$ cat src/rtl/mem_arbiter_if.sv
// Pipeline-side request/response bundle and the byte-wide RAM port of the
// memory arbiter. The slave modport is the arbiter; the master modport is the
// pipeline plus the RAM.
interface mem_arbiter_if #(parameter int ADDR_W = 17);
  logic              if_req;
  logic [ADDR_W-1:0] if_addr;
  logic              if_done;
  logic [31:0]       if_inst;
  logic              if_busy;
  logic              ma_re;
  logic              ma_we;
  logic [2:0]        ma_width;
  logic [ADDR_W-1:0] ma_addr;
  logic [31:0]       ma_wdata;
  logic              ma_done;
  logic [31:0]       ma_rdata;
  logic              ma_busy;
  logic [ADDR_W-1:0] ram_a;
  logic [7:0]        ram_din;
  logic              ram_wr;
  logic [7:0]        ram_dout;

  modport slave (
    input  if_req, if_addr, ma_re, ma_we, ma_width, ma_addr, ma_wdata, ram_dout,
    output if_done, if_inst, if_busy, ma_done, ma_rdata, ma_busy, ram_a, ram_din, ram_wr
  );

  modport master (
    output if_req, if_addr, ma_re, ma_we, ma_width, ma_addr, ma_wdata, ram_dout,
    input  if_done, if_inst, if_busy, ma_done, ma_rdata, ma_busy, ram_a, ram_din, ram_wr
  );
endinterface

$ cat src/rtl/mem_arbiter.sv
// Arbitrates the single byte-wide synchronous RAM between instruction fetch and
// the memory-access stage. Requests are split into byte cycles; reads are
// assembled little-endian (with load extension), writes are serialised.
module mem_arbiter #(
  parameter int ADDR_W = 17
) (
  input  logic         clk,
  input  logic         rst,
  input  logic         rdy,
  mem_arbiter_if.slave bus
);
  typedef enum logic [1:0] {IDLE, RD_IF, RD_MA, WR_MA} state_e;

  state_e            state_q, state_d;
  logic [2:0]        cnt_q, cnt_d;
  logic [2:0]        n_q, n_d;
  logic              sext_q, sext_d;
  logic [ADDR_W-1:0] base_q, base_d;
  logic [31:0]       wdata_q, wdata_d;
  logic [31:0]       rbuf_q, rbuf_d;
  logic [ADDR_W-1:0] ram_a_q, ram_a_d;
  logic [7:0]        ram_din_q, ram_din_d;
  logic              ram_wr_q, ram_wr_d;
  logic              if_done_q, if_done_d;
  logic              ma_done_q, ma_done_d;
  logic [31:0]       if_inst_q, if_inst_d;
  logic [31:0]       ma_rdata_q, ma_rdata_d;

  logic [2:0]        nxt, lane;
  logic [ADDR_W-1:0] nxt_a;
  logic [31:0]       asm_w, ext_w;

  // State and datapath registers; rdy low freezes everything.
  always_ff @(posedge clk) begin
    if (rst) begin
      state_q    <= IDLE;
      cnt_q      <= '0;
      n_q        <= '0;
      sext_q     <= 1'b0;
      base_q     <= '0;
      wdata_q    <= '0;
      rbuf_q     <= '0;
      ram_a_q    <= '0;
      ram_din_q  <= '0;
      ram_wr_q   <= 1'b0;
      if_done_q  <= 1'b0;
      ma_done_q  <= 1'b0;
      if_inst_q  <= '0;
      ma_rdata_q <= '0;
    end else if (rdy) begin
      state_q    <= state_d;
      cnt_q      <= cnt_d;
      n_q        <= n_d;
      sext_q     <= sext_d;
      base_q     <= base_d;
      wdata_q    <= wdata_d;
      rbuf_q     <= rbuf_d;
      ram_a_q    <= ram_a_d;
      ram_din_q  <= ram_din_d;
      ram_wr_q   <= ram_wr_d;
      if_done_q  <= if_done_d;
      ma_done_q  <= ma_done_d;
      if_inst_q  <= if_inst_d;
      ma_rdata_q <= ma_rdata_d;
    end
  end

  // Arbitration, byte sequencing and read assembly/extension.
  always_comb begin
    state_d    = state_q;
    cnt_d      = cnt_q;
    n_d        = n_q;
    sext_d     = sext_q;
    base_d     = base_q;
    wdata_d    = wdata_q;
    rbuf_d     = rbuf_q;
    ram_a_d    = ram_a_q;
    ram_din_d  = ram_din_q;
    ram_wr_d   = 1'b0;
    if_done_d  = 1'b0;
    ma_done_d  = 1'b0;
    if_inst_d  = if_inst_q;
    ma_rdata_d = ma_rdata_q;

    nxt   = cnt_q + 3'd1;
    nxt_a = base_q + ADDR_W'(nxt);
    // The byte on ram_dout now belongs to the address issued two edges ago.
    lane  = cnt_q - 3'd1;
    asm_w = rbuf_q;
    if (cnt_q != 3'd0) asm_w[{lane[1:0], 3'b000} +: 8] = bus.ram_dout;
    case (n_q)
      3'd1:    ext_w = {{24{sext_q & asm_w[7]}}, asm_w[7:0]};
      3'd2:    ext_w = {{16{sext_q & asm_w[15]}}, asm_w[15:0]};
      default: ext_w = asm_w;
    endcase

    case (state_q)
      IDLE: begin
        // A requester whose done pulse is still up is finishing, not asking again.
        if ((bus.ma_re | bus.ma_we) & ~ma_done_q) begin
          base_d  = bus.ma_addr;
          ram_a_d = bus.ma_addr;
          sext_d  = ~bus.ma_width[2];
          wdata_d = bus.ma_wdata;
          cnt_d   = '0;
          rbuf_d  = '0;
          case (bus.ma_width[1:0])
            2'b00:   n_d = 3'd1;
            2'b01:   n_d = 3'd2;
            default: n_d = 3'd4;
          endcase
          if (bus.ma_we) begin
            state_d   = WR_MA;
            ram_din_d = bus.ma_wdata[7:0];
            ram_wr_d  = 1'b1;
          end else begin
            state_d = RD_MA;
          end
        end else if (bus.if_req & ~if_done_q) begin
          base_d  = bus.if_addr;
          ram_a_d = bus.if_addr;
          sext_d  = 1'b0;
          n_d     = 3'd4;
          cnt_d   = '0;
          rbuf_d  = '0;
          state_d = RD_IF;
        end
      end
      RD_IF, RD_MA: begin
        cnt_d  = nxt;
        rbuf_d = asm_w;
        if (nxt < n_q) ram_a_d = nxt_a;
        if (cnt_q == n_q) begin
          state_d = IDLE;
          cnt_d   = '0;
          if (state_q == RD_IF) begin
            if_done_d = 1'b1;
            if_inst_d = asm_w;
          end else begin
            ma_done_d  = 1'b1;
            ma_rdata_d = ext_w;
          end
        end
      end
      WR_MA: begin
        cnt_d = nxt;
        if (nxt < n_q) begin
          ram_a_d   = nxt_a;
          ram_din_d = wdata_q[{nxt[1:0], 3'b000} +: 8];
          ram_wr_d  = 1'b1;
        end else begin
          state_d   = IDLE;
          cnt_d     = '0;
          ma_done_d = 1'b1;
        end
      end
      default: state_d = IDLE;
    endcase
  end

  assign bus.if_done  = if_done_q;
  assign bus.if_inst  = if_inst_q;
  assign bus.ma_done  = ma_done_q;
  assign bus.ma_rdata = ma_rdata_q;
  assign bus.ram_a    = ram_a_q;
  assign bus.ram_din  = ram_din_q;
  assign bus.ram_wr   = ram_wr_q;
  assign bus.if_busy  = bus.if_req & ~if_done_q;
  assign bus.ma_busy  = (bus.ma_re | bus.ma_we) & ~ma_done_q;
endmodule

$ cat src/flat_wrapper.sv
// flat-port wrapper written by rule: the top's interface ports become plain ports
module mem_arbiter_flat 
#(
  parameter int ADDR_W = 17
)
  (clk, rst, rdy, bus_if_req, bus_if_addr, bus_ma_re, bus_ma_we, bus_ma_width, bus_ma_addr, bus_ma_wdata, bus_ram_dout, bus_if_done, bus_if_inst, bus_if_busy, bus_ma_done, bus_ma_rdata, bus_ma_busy, bus_ram_a, bus_ram_din, bus_ram_wr);
  mem_arbiter_if #(.ADDR_W(ADDR_W)) bus_i ();
  input  logic clk;
  input  logic rst;
  input  logic rdy;
  input wire logic [$bits(bus_i.if_req)-1:0] bus_if_req;
  input wire logic [$bits(bus_i.if_addr)-1:0] bus_if_addr;
  input wire logic [$bits(bus_i.ma_re)-1:0] bus_ma_re;
  input wire logic [$bits(bus_i.ma_we)-1:0] bus_ma_we;
  input wire logic [$bits(bus_i.ma_width)-1:0] bus_ma_width;
  input wire logic [$bits(bus_i.ma_addr)-1:0] bus_ma_addr;
  input wire logic [$bits(bus_i.ma_wdata)-1:0] bus_ma_wdata;
  input wire logic [$bits(bus_i.ram_dout)-1:0] bus_ram_dout;
  output wire logic [$bits(bus_i.if_done)-1:0] bus_if_done;
  output wire logic [$bits(bus_i.if_inst)-1:0] bus_if_inst;
  output wire logic [$bits(bus_i.if_busy)-1:0] bus_if_busy;
  output wire logic [$bits(bus_i.ma_done)-1:0] bus_ma_done;
  output wire logic [$bits(bus_i.ma_rdata)-1:0] bus_ma_rdata;
  output wire logic [$bits(bus_i.ma_busy)-1:0] bus_ma_busy;
  output wire logic [$bits(bus_i.ram_a)-1:0] bus_ram_a;
  output wire logic [$bits(bus_i.ram_din)-1:0] bus_ram_din;
  output wire logic [$bits(bus_i.ram_wr)-1:0] bus_ram_wr;
  assign bus_i.if_req = bus_if_req;
  assign bus_i.if_addr = bus_if_addr;
  assign bus_i.ma_re = bus_ma_re;
  assign bus_i.ma_we = bus_ma_we;
  assign bus_i.ma_width = bus_ma_width;
  assign bus_i.ma_addr = bus_ma_addr;
  assign bus_i.ma_wdata = bus_ma_wdata;
  assign bus_i.ram_dout = bus_ram_dout;
  assign bus_if_done = bus_i.if_done;
  assign bus_if_inst = bus_i.if_inst;
  assign bus_if_busy = bus_i.if_busy;
  assign bus_ma_done = bus_i.ma_done;
  assign bus_ma_rdata = bus_i.ma_rdata;
  assign bus_ma_busy = bus_i.ma_busy;
  assign bus_ram_a = bus_i.ram_a;
  assign bus_ram_din = bus_i.ram_din;
  assign bus_ram_wr = bus_i.ram_wr;
  mem_arbiter #(.ADDR_W(ADDR_W)) u_core (.clk(clk), .rst(rst), .rdy(rdy), .bus(bus_i));
endmodule
$ cat config.mk
export PLATFORM = sky130hd
export DESIGN_NAME = mem_arbiter_flat
export DESIGN_NICKNAME = d
export VERILOG_FILES = /design/src/rtl/mem_arbiter_if.sv /design/src/rtl/mem_arbiter.sv /design/src/flat_wrapper.sv
export SDC_FILE = /design/constraint.sdc
export NUM_CORES = 1
export LEC_CHECK = 0
export CAP_MARGIN = 20
export CORE_UTILIZATION = 35
export CTS_BUF_LIST = sky130_fd_sc_hd__clkbuf_2
export DETAILED_ROUTE_END_ITERATION = 10
export DONT_BUFFER_PORTS = 1
export PLACE_DENSITY = 0.48
export SYNTH_ARGS = -nofsm -noshare
export SYNTH_HDL_FRONTEND = slang
export SYNTH_SLANG_ARGS = --single-unit
$ cat constraint.sdc
create_clock -name clk -period 4.6 [get_ports clk]
set_clock_uncertainty 0.05 [all_clocks]
set_input_delay 0.46 -clock clk [delete_from_list [all_inputs] [get_ports clk]]
set_output_delay 0.46 -clock clk [all_outputs]
set_load 0.1 [all_outputs]
# After elaboration in Yosys (flattened, before gate mapping)
# Cells that the tools add are included.
# W data, S select, Z words.
[op_classes] n_shift=3 n_lt_le_gt_ge=1 mux=41 n_eq_ne=14 bitwise_logic=9 multipliers=0 n_addsub=4 div=0 n_reduce_logical=17
[ops] operator="$pmux W32 S2" n=2
[ops] operator="$mux W32" n=3
[ops] operator="$mux W17" n=3
[ops] operator="$pmux W17 S2" n=1
[ops] operator="$bwmux W32" n=1
[ops] operator="$shift A8 B7 Y32 const A" n=1
[ops] operator="$shiftx A32 B6 Y8" n=1
[ops] operator="$shiftx A8 B7 Y32" n=1
[ops] operator="$mux W8" n=3
[ops] operator="$mux W3" n=6
[ops] operator="$add A17 B3 Y17" n=1
[ops] operator="$pmux W8 S2" n=1
[ops] operator="$mux W1" n=12
[ops] operator="$reduce_and A3 Y1" n=4
[ops] operator="$reduce_and A4 Y1" n=3
[ops] operator="$pmux W3 S3" n=1
[ops] operator="$mux W2" n=4
[ops] operator="$neg A5 Y7" n=1
[ops] operator="$ne A2 B1 Y1 const B" n=3
[ops] operator="$ne A2 B2 Y1 const B" n=3
[ops] operator="$pmux W2 S3" n=1
[ops] operator="$pmux W3 S2" n=1
[ops] operator="$reduce_bool A2 Y1" n=3
[ops] operator="$reduce_and A5 Y1" n=1
[ops] operator="other kinds (18)" n=28
[word_totals] n_memories=0 reg_bits=182 elab_cells=103 output_inout_bits=94 romBits=0 latch_bits=0 input_bits=83 ram_bits=0

# Depth between registers and ports, before layout
# Gate-level depths: netlist (run 1).
[logic_depth] ltp_word=7 mapped_depth=12 depth_no_buf=9

# Worst setup path after synthesis (run 1)
# No wires, ideal clock.
[synth_timing] path_kind="reg-to-reg" startpoint="register u_core.cnt_q[0]" endpoint="register u_core.ram_a_q[12] (netlist: u_core.bus.ram_a[12])" setup_time_ps=132 n_path_buf=3 required_ps=4418 arrival_ps=3278 synth_period_minus_slack_ps=3460 setup_slack_ps=1140 path_stages_with_launch=13 path_cell_list="dfxtp_1 -> buf_1 -> inv_1 -> ha_1 -> buf_2 -> buf_1 -> inv_1 -> fa_1 -> nor2b_1 -> o211ai_1 -> o21a_1 -> o311ai_0 -> a21oi_1"
[synth_via] elab_chain_cells=4 elab_cells_between_ends=7 classes_between="add/sub (2); order compare (1); eq/ne (1); mux (2); reduce/logical (1)"
[synth_rtl] element="from (decl)" line_no="mem_arbiter.sv:15" rtl="logic [2:0] cnt_q, cnt_d;"
[synth_rtl] element="from (signal assigned)" line_no="mem_arbiter.sv:52" rtl="cnt_q <= cnt_d;"
[synth_rtl] element="$add A3 B1 Y3 *" line_no="mem_arbiter.sv:85" rtl="nxt = cnt_q + 3'd1;"
[synth_rtl] element="$add A17 B3 Y17 or $lt A3 B3 Y1 (tied branches)" line_no="mem_arbiter.sv:86, mem_arbiter.sv:132, mem_arbiter.sv:147"
[synth_rtl] element="$mux W17 or $ne A2 B1 Y1 (tied branches)"
[synth_rtl] element="$pmux W17 S2 or $reduce_and A3 Y1 (tied branches)"
[synth_rtl] element="to (signal assigned)" line_no="mem_arbiter.sv:58" rtl="ram_a_q <= ram_a_d;"
[synth_rtl] element="to (decl)" line_no="mem_arbiter.sv:21" rtl="logic [ADDR_W-1:0] ram_a_q, ram_a_d;"
# Every way passes the cells marked *; elsewhere a longest branch is shown, timed or not. The select of a mux whose other input is x is not followed.
# A chain may end at the register's enable or synchronous reset.

# Final worst setup path (run 1)
[layout_timing] startpoint="register u_core.cnt_q[0]" endpoint="register u_core.ram_a_q[9] (netlist: u_core.bus.ram_a[9])"
# The elaborated chain is that of the path after synthesis.

==> results of run 1 <==
==> cell type report <==
type	instances	area (µm²)
timing repair buffer	101	981
clock buffer	17	85.1
clock inverter	15	155
sequential	182	3640
inverter	16	60.1
tap	319	399
antenna	3	7.51
multi-input combinational	720	4440
fill	2426	13800
==> worst min path at each step <==
| stage | end | slack [ns] |
|---|---|---|
| 2_1_floorplan | u_core.wdata_q[0] | 0.38 |
| 3_3_place_gp | u_core.wdata_q[2] | 0.39 |
| 3_5_place_dp | u_core.wdata_q[14] | 0.39 |
| 4_1_cts | u_core.bus.ram_a[2] | 0.008 |
| 5_1_grt | u_core.bus.if_inst[28] | 0.04 |
| 6_report | u_core.bus.ram_a[2] | 0.07 |
==> metrics by stage <==
| stage | setup slack [ns] | total power [mW] | area [µm²] | hold WS (ns) |
|---|---|---|---|---|
| final | 0.892 | 3.61 | 9780 | 0.0656 |
| after global routing | 0.660 | 3.80 | 9780 | 0.0397 |
| after CTS | 0.972 | 3.67 | 9770 | 0.00790 |
| after detailed placement | 1.25 | 2.70 | 8690 | 0.394 |
| after global placement | 1.38 | 2.69 | 8690 | 0.387 |
| after floorplan | 1.14 | 2.59 | 8460 | 0.383 |
==> tightest hold or removal path: stages <==
cell and delay [ns]:
mux2i_1 0.09, nor2_1 0.12, nor3_1 0.06, nor3_1 0.11
==> what timing repair did <==
item                                    CTS  global route
endpoints found under the hold margin   182             0
endpoints found under the setup margin    0             0
hold buffers                             82             0
==> metal layers <==
| metal | part of all wire | up-vias | track usage |
|---|---|---|---|
| li1 | - | 3592 | - |
| met1 | 0.49 | 3337 | 0.278 |
| met2 | 0.46 | 161 | 0.310 |
| met3 | 0.044 | 15 | 0.0336 |
| met4 | 0.010 | 0 | 0.0559 |
| met5 | 0 | - | 0 |
==> report_power, final <==
part | leakage [nW] | switching (mW) | internal, mW
registers | 1.48 | 0.505 | 1.69
logic | 1.76 | 0.345 | 0.227
clock network | 0.146 | 0.668 | 0.184
==> synthesized netlist by cell type (3+ instances only) <==
master and instances:
and2_1 3, nor3_1 14, o21ai_0 5, a21oi_1 108, o41ai_1 4, xor2_1 6, a211oi_1 53, clkbuf_1 45
nand3b_1 4, nor2b_1 5, dfxtp_1 182, mux4_2 8, nor2_1 124, nand3_1 49, and3_1 3, o211ai_1 10
buf_1 6, buf_4 5, o311ai_0 3, xnor2_1 6, a31oi_1 3, nand2b_1 19, nand2_1 155, a311oi_1 8
inv_1 15, a311oi_2 10, mux2i_1 49, and4_1 3, mux2_2 17, ha_1 15, buf_2 20, a32o_1 4
==> cells by family after synthesis <==
logic type / Yosys count / synth area share
simple gates: 389 / 0.200
compound gates: 229 / 0.185
flops: 182 / 0.431
buf+inv: 92 / 0.0460
mux: 74 / 0.102
fa+ha+maj: 16 / 0.0246
xor+xnor: 12 / 0.0124
==> cells in the final DEF, fill, tap and decap left out, types with 3 or more instances in the layout <==
cell	synthesis	layout
a211oi_1	53	53
a21oi_1	108	107
a311oi_1	8	8
a311oi_2	10	10
a31oi_1	3	3
a32o_1	4	4
and2_1	3	3
and3_1	3	3
and4_1	3	3
buf_4	5	19
clkbuf_2	0	17
clkinv_4	0	3
dfxtp_1	182	182
diode_2	0	3
dlygate4sd3_1	0	81
ha_1	15	15
inv_1	15	14
inv_6	0	3
inv_8	0	7
mux2_2	17	17
mux2i_1	49	49
mux4_2	8	8
nand2_1	155	155
nand2b_1	19	19
nand3_1	49	49
nand3b_1	4	4
nor2_1	124	123
nor2b_1	5	5
nor3_1	14	14
o211ai_1	10	10
o21ai_0	5	5
o311ai_0	3	3
o41ai_1	4	4
xnor2_1	6	6
xor2_1	6	6
==> state kept, by name, indices dropped and copies added (netlist names), 2 cells and up <==
name and count:
u_core.bus.if_inst 32, u_core.bus.ma_rdata 32, u_core.rbuf_q 32, u_core.wdata_q 32, u_core.base_q 17, u_core.bus.ram_a 17, u_core.bus.ram_din 8, u_core.cnt_q 3
u_core.n_q 3, u_core.state_q 2
==> out/qor.csv, run 1 <==
metric;value;unit
DRC;0;
crit path from;u_core.cnt_q[0];
Core Area;23600;µm²
share of layout cells above drive strength 1;0.0923;
TNS Setup;0;ns
Peak Freq;0.270;GHz
remaining antenna violation count after routing;0;
initial detailed-routing violation count;393;
warnings from Yosys;0;
Async SR Flop Fraction;0;
first-pass GRT wire length;38.1;mm
status;finished clean;
Arr. time, crit path;4.37;ns
Slowest-stage cell, CP;a211oi_1;
detailed-route wire length;24.3;mm
Starting Density;0.358;
Setup crit end;u_core.bus.ram_a[9];
pin count of the biggest net entering global routing;184;
Site Rows;56;
CTS Buf Count;17;
crit-path cells;buf_4 > ha_1 > nor2b_1 > or2_2 > ha_1 > a21oi_1 > a211oi_1 > xor2_1 > o211ai_1 > a21oi_1 > dlygate4sd3_1;
sequential share of the synthesized area;0.431;
Worst setup EP type;flop;
PortBufs;0;
Net Count, Synth;1093;
worst r2r path cells;11;
initial antenna violation count;2;
FF-to-FF Start;u_core.cnt_q[0];
grt ovf;0;
VDD IR max;0.000141;V
WS Path Type;reg -> reg;
IO Count;177;
Yosys top cell by area;dfxtp_1;
FF-to-FF End;u_core.bus.ram_a[9];
Mapped Avg Cell Area;8.51;µm²
width of the die;157;µm
# placed instances;1256;
Mapped Cells;994;
hold depth;4;
Via density;5.17;
clk_lat worst skew;0.76;ns
Fin. Hold Viols;0;
Placer Congestion;0.735;
FF+latch count, synth;182;
Synth cell types;57;
total track usage;0.198;
crit start category;flop;
crit-path max cell delay;0.74;ns
pwr dens;370;nW/µm²
Cell Count, Final, Fillers Out;1373;
RSZ-0062 raised after global routing;false;
top_reg_cell synth;dfxtp_1;
Static Leakage;3.39;nW
slew margin rel.;0.305;
Die Ht;157;µm
crit-path max FO;11;
CP Depth;11;
Max Slew Vio Count;0;
TritonCTS clock tree;yes;
number of max-cap violations;0;
Worst-Margin Slew;1.04;ns
Resized cells post-CTS;0;
Reg clk slew, reported paths;0.31;ns
Root Buffer;clkbuf_2;
vias in the first global route;6816;
via count;7105;
Tmin final;3.71;ns
Final Core Density;0.414;
cell family with most CP delay;compound AO/OA/AOI/OAI gates;
Worst Hold Launch;bus_ma_addr[2];
CP bufs+invs;2;
Final setup violation count;0;
Synth area leaders;dfxtp_1 43%, nand2_1 6.9%, a21oi_1 6.4%, mux2i_1 5.8%, nor2_1 5.5%;
Post-synth EDFFs;0;
Hold WC Path Type;in -> reg;
CTS Sinks;182;
FF-to-FF setup slack;0.89;ns
DP HPWL;15.8;mm
CTS max path bufs;2;
Area Growth Syn to Fin;15.6;%
WL per Instance;17.7;µm
post-CTS setup buffers;0;
TritonRoute pass-1 iters;4;
Netlist Area Pre-Place;8460;µm²
Synth top area share;0.431;
Tcrit/Tclk final;0.806;
worst path required time;5.26;ns
CTS H-tree lvls;4;
die area;24800;µm²
nets;1137;
No activity file was read; power rests on OpenSTA's default activity.
==> inputs of run 2 (changes only) <==
PLACE_DENSITY = 0.5   (was 0.48)
clock period = 3.15 ns   (was 4.6 ns; I/O delays follow)
==> run 2 against run 1 <==
  * First-iteration DRC count grew 10%
  * Sequential power grew 40%
  * Core utilization grew 2.5 points
  * Die area is the same
  * Combinational power grew 87%
  * Non-clock buffer count grew 61
  * Routed wire length grew 5.3%
  * Worst hold slack lost 0.0031 ns
  * Via count grew 5.0%
  * Power grew 47%
  * Global-route usage grew 0.75 points
==> out/qor.csv, run 2 (synthesis gave the netlist of run 1 again) <==
metric;value;unit
Arr. time, crit path;3.64;ns
DP HPWL;16.1;mm
detailed-route wire length;25.6;mm
Core Area;23600;µm²
Cell Count, Final, Fillers Out;1432;
initial antenna violation count;2;
Worst setup EP type;flop;
TritonRoute pass-1 iters;5;
most frequent cells in the layout;180 x dfxtp_1, 155 x nand2_1, 123 x nor2_1;
most common cell after layout, fill and taps aside;dfxtp_1;
Site Rows;56;
Flop pwr share;0.578;
slew margin rel.;0.307;
crit path from;u_core.cnt_q[0];
first-pass GRT wire length;39.4;mm
Max Used Layer;met4;
VDD IR max;0.000207;V
TNS Setup;0;ns
nets;1198;
clock share of power;0.219;
worst path required time;3.81;ns
CTS Buf Count;17;
initial detailed-routing violation count;434;
# placed instances;1281;
Reg clk slew, reported paths;0.31;ns
Via density;5.21;
WL met2;11.8;mm
Slowest-stage cell, CP;dlygate4sd3_1;
Fillers;2483;
TritonCTS clock tree;yes;
Fin. Hold Viols;0;
grt ovf;0;
Final setup violation count;0;
clk_lat worst skew;0.77;ns
status;finished clean;
Final Core Density;0.439;
crit start category;flop;
M1 wire length;12.0;mm
crit-path max FO;16;
Tmin final;2.97;ns
pin count of the biggest net entering global routing;173;
metal3 WL;1.47;mm
Area Growth Syn to Fin;22.5;%
CTS H-tree lvls;4;
crit-path max cell delay;0.60;ns
number of max-cap violations;0;
Max Slew Vio Count;0;
total net switching power;2.19;mW
crit-path cells;inv_1 > ha_1 > buf_8 > nand2b_1 > nor2_1 > mux2_2 > a21oi_4 > buf_4 > a311oi_1 > dlygate4sd3_1;
IO Count;177;
via count;7460;
Root Buffer;clkbuf_2;
switching share of total power;0.414;
CTS Sinks;182;
DRC;0;
CTS max path bufs;2;
Comb pwr share;0.202;
WS Path Type;reg -> reg;
worst r2r path cells;10;
vias in the first global route;7208;
share of layout cells above drive strength 1;0.117;
Hold WC Path Type;in -> reg;
Internal;3.11;mW
FF-to-FF Start;u_core.cnt_q[0];
die area;24800;µm²
pwr dens;511;nW/µm²
Static Leakage;3.79;nW
Placer Congestion;0.771;
total track usage;0.205;
Peak Freq;0.336;GHz
FF-to-FF End;u_core.bus.ma_rdata[18];
Setup crit end;u_core.bus.ma_rdata[18];
width of the die;157;µm
Tcrit/Tclk final;0.944;
Worst-Margin Slew;1.04;ns
remaining antenna violation count after routing;0;
RSZ-0062 raised after global routing;false;
PortBufs;0;
FF-to-FF setup slack;0.18;ns
Starting Density;0.358;
Die Ht;157;µm
WL per Instance;17.9;µm
-- run 2: routing by layer --
| layer | track usage | vias to the layer above |
|---|---|---|
| met1 | 0.276 | 3545 |
| met4 | 0.0532 | 0 |
| li1 | - | 3705 |
| met2 | 0.327 | 184 |
| met5 | 0 | - |
| met3 | 0.0509 | 26 |
-- run 2: stage by stage --
stage,area [µm²],total power [mW],worst slack (ns),hold WS [ns]
finish,10400,5.30,0.177,0.0625
global placement,8900,3.97,0.464,0.355
CTS,10300,5.35,0.0171,0.00715
global route,10400,5.59,0.0234,0.00571
detailed placement,8900,3.98,0.453,0.357
floorplan,8460,3.78,0.0519,0.383
-- run 2: worst min path at each step --
stage	startpoint	endpoint	slack (ns)	depth (start not counted)
2_1_floorplan	u_core.wdata_q[0]	u_core.wdata_q[0]	0.38	2
3_3_place_gp	rst	u_core.bus.ram_a[9]	0.36	1
3_5_place_dp	rst	u_core.bus.if_inst[0]	0.36	1
4_1_cts	bus_ma_addr[1]	u_core.bus.ram_a[1]	0.007	4
5_1_grt	bus_ma_wdata[22]	u_core.wdata_q[22]	0.006	3
6_report	bus_ma_addr[1]	u_core.bus.ram_a[1]	0.06	4
-- run 2: timing repair --
item,CTS,global route
endpoints found under the hold margin,182,0
endpoints found under the setup margin,0,12
setup buffers,0,1
resized for setup,0,10
hold buffers,115,0
-- run 2: cell type report --
type | count | area, µm² | area share
Tap cell | 319 | 399 | 0.0385
Multi-Input combinational cell | 720 | 4460 | 0.430
Sequential cell | 182 | 3650 | 0.352
Clock inverter | 14 | 138 | 0.0133
Inverter | 16 | 60.1 | 0.00579
Clock buffer | 17 | 85.1 | 0.00821
Antenna cell | 2 | 5.00 | 0.000483
Timing Repair Buffer | 162 | 1570 | 0.152
-- run 2: worst max-delay path, delay by kind of cell, from the launching register on --
family / cells / cell delay [ns]
buffers and inverters: 4 / 1.16
DFF: 1 / 0.41
and+or+nand+nor: 2 / 0.36
adders and majority gates: 1 / 0.35
muxes: 1 / 0.33
AOI/OAI and AO/OA: 2 / 0.27
-- run 2: power by group through the flow --
stage | sequential [mW] | combinational (mW) | clock [mW]
floorplan | 3.20 | 0.578 | 0
global placement | 3.11 | 0.860 | 0
detailed placement | 3.11 | 0.869 | 0
CTS | 3.07 | 1.06 | 1.22
global route | 3.09 | 1.17 | 1.33
finish | 3.07 | 1.07 | 1.16
==> inputs of run 3 (changes only) <==
CAP_MARGIN = default   (was 20)
CORE_MARGIN = 2   (was default)
SKIP_CTS_REPAIR_TIMING = 1   (was default)
==> run 3 against run 2 <==
  * Critical path depth stayed put
  * Flip-flop and latch count stayed put
  * Critical path type unchanged
  * Combinational power is 6% lower
  * Sequential share of layout area is 1.1 points higher
==> out/qor.csv, run 3 (synthesis gave the netlist of run 1 again) <==
metric;value;unit
TNS Setup;0;ns
FF-to-FF Start;u_core.cnt_q[0];
CTS H-tree lvls;4;
grt ovf;0;
WS Path Type;reg -> reg;
Comb pwr share;0.190;
Internal;3.14;mW
initial detailed-routing violation count;457;
clock share of power;0.229;
Static Leakage;3.57;nW
crit-path cells;buf_4 > inv_1 > ha_1 > inv_1 > fa_1 > nor2b_2 > o211ai_1 > o21a_1 > o311ai_0 > a21oi_1;
Hold WC Path Type;in -> reg;
Fillers;2422;
DRC;0;
TritonCTS clock tree;yes;
crit-path max cell delay;0.45;ns
hold depth;4;
crit-path max FO;9;
Flop pwr share;0.580;
Cell Count, Final, Fillers Out;1405;
Reg clk slew, reported paths;0.29;ns
Hold WS;0.0293;ns
total track usage;0.183;
crit path from;u_core.cnt_q[0];
cell mode on critical path;inv_1;
CTS Sinks;182;
pin count of the biggest net entering global routing;184;
WL per Instance;17.6;µm
Tcrit/Tclk final;0.879;
switching share of total power;0.407;
area occupied by multi-input gates;4450;µm²
Worst Hold Launch;bus_ram_dout[0];
Peak Freq;0.361;GHz
CTS max path bufs;2;
initial antenna violation count;3;
vias in the first global route;6451;
width of the die;159;µm
first-pass GRT wire length;37.2;mm
total net switching power;2.16;mW
die area;25400;µm²
remaining antenna violation count after routing;0;
most common cell after layout, fill and taps aside;dfxtp_1;
Max Slew Vio Count;0;
DP HPWL;15.9;mm
TritonRoute pass-1 iters;6;
Fin. Hold Viols;0;
PortBufs;0;
RSZ-0062 raised after global routing;false;
CTS Buf Count;17;
most frequent cells in the layout;182 x dfxtp_1, 155 x nand2_1, 123 x nor2_1;
worst path required time;3.71;ns
number of max-cap violations;0;
clk_lat worst skew;0.75;ns
Via density;5.17;
Final WS setup;0.381;ns
Worst setup EP type;flop;
Slowest-stage cell, CP;fa_1;
Arr. time, crit path;3.33;ns
slew margin rel.;0.312;
# placed instances;1278;
Tmin final;2.77;ns
via count;7260;
Site Rows;56;
status;finished clean;
Die Ht;159;µm
Root Buffer;clkbuf_2;
Final setup violation count;0;
Starting Density;0.358;
share of layout cells above drive strength 1;0.111;
IO Count;177;
nets;1169;
FF/Latch Area;3640;µm²
Worst-Margin Slew;1.03;ns
crit start category;flop;
pre-CTS WS;0.426;ns
Area Growth Syn to Fin;18.9;%
VDD IR max;0.000247;V
Core Area;23600;µm²
pwr dens;527;nW/µm²
detailed-route wire length;24.8;mm
worst r2r path cells;10;
Placer Congestion;0.782;
run 3: cell types whose count changed in the layout (fill, tap and decap cells not counted), moves of 2 or more:
cell	previous run	this run
buf_4	41	39
dlygate4sd3_1	114	91
clkinv_4	4	1
buf_8	2	0
inv_6	3	5
clkinv_2	0	2
dfxtp_2	2	0
dfxtp_1	180	182
inv_8	4	2
buf_6	2	0
run 3: final cells by class:
cell class	instances	area share
Antenna cell	3	0.000747
Inverter	16	0.00597
Tap cell	319	0.0397
Timing Repair Buffer	133	0.126
Multi-Input combinational cell	720	0.442
Clock buffer	18	0.00896
Clock inverter	14	0.0137
Sequential cell	182	0.362
run 3: final timing paths:
| check | end | slack, ns |
|---|---|---|
| worst max-delay path | u_core.bus.ram_a[12] | 0.38 |
| worst min-delay path | u_core.rbuf_q[24] | 0.03 |
| worst max register to register | u_core.bus.ram_a[12] | 0.38 |
| worst min register to register | u_core.wdata_q[0] | 0.42 |
run 3: through the flow:
step           power, mW  cell area (µm²)  utilization
2_1_floorplan       3.78             8460            -
3_3_place_gp        3.96             8880        0.376
3_5_place_dp        3.97             8880        0.376
4_1_cts             5.19             9110        0.386
5_1_grt             5.56            10100        0.426
6_report            5.30            10100        0.426
run 3: power by group through the flow:
stage	combinational [mW]	clock, mW	sequential, mW
after CTS	0.850	1.26	3.08
after global placement	0.844	0	3.12
after global routing	1.11	1.35	3.10
after detailed placement	0.848	0	3.12
after floorplan	0.578	0	3.20
final	1.01	1.22	3.08
run 3: critical path: cells and delay by family (launching register included):
| kind | cells | cell delay (ns) |
|---|---|---|
| AOI/OAI and AO/OA | 4 | 0.85 |
| adders and majority gates | 2 | 0.77 |
| buffers and inverters | 3 | 0.35 |
| DFF | 1 | 0.42 |
| and+or+nand+nor | 1 | 0.23 |
run 3: routing by layer:
| layer | share of wire | track usage |
|---|---|---|
| met1 | 0.47 | 0.250 |
| met2 | 0.47 | 0.291 |
| met3 | 0.053 | 0.0539 |
| met4 | 0.0072 | 0.0310 |
| met5 | 0 | 0 |
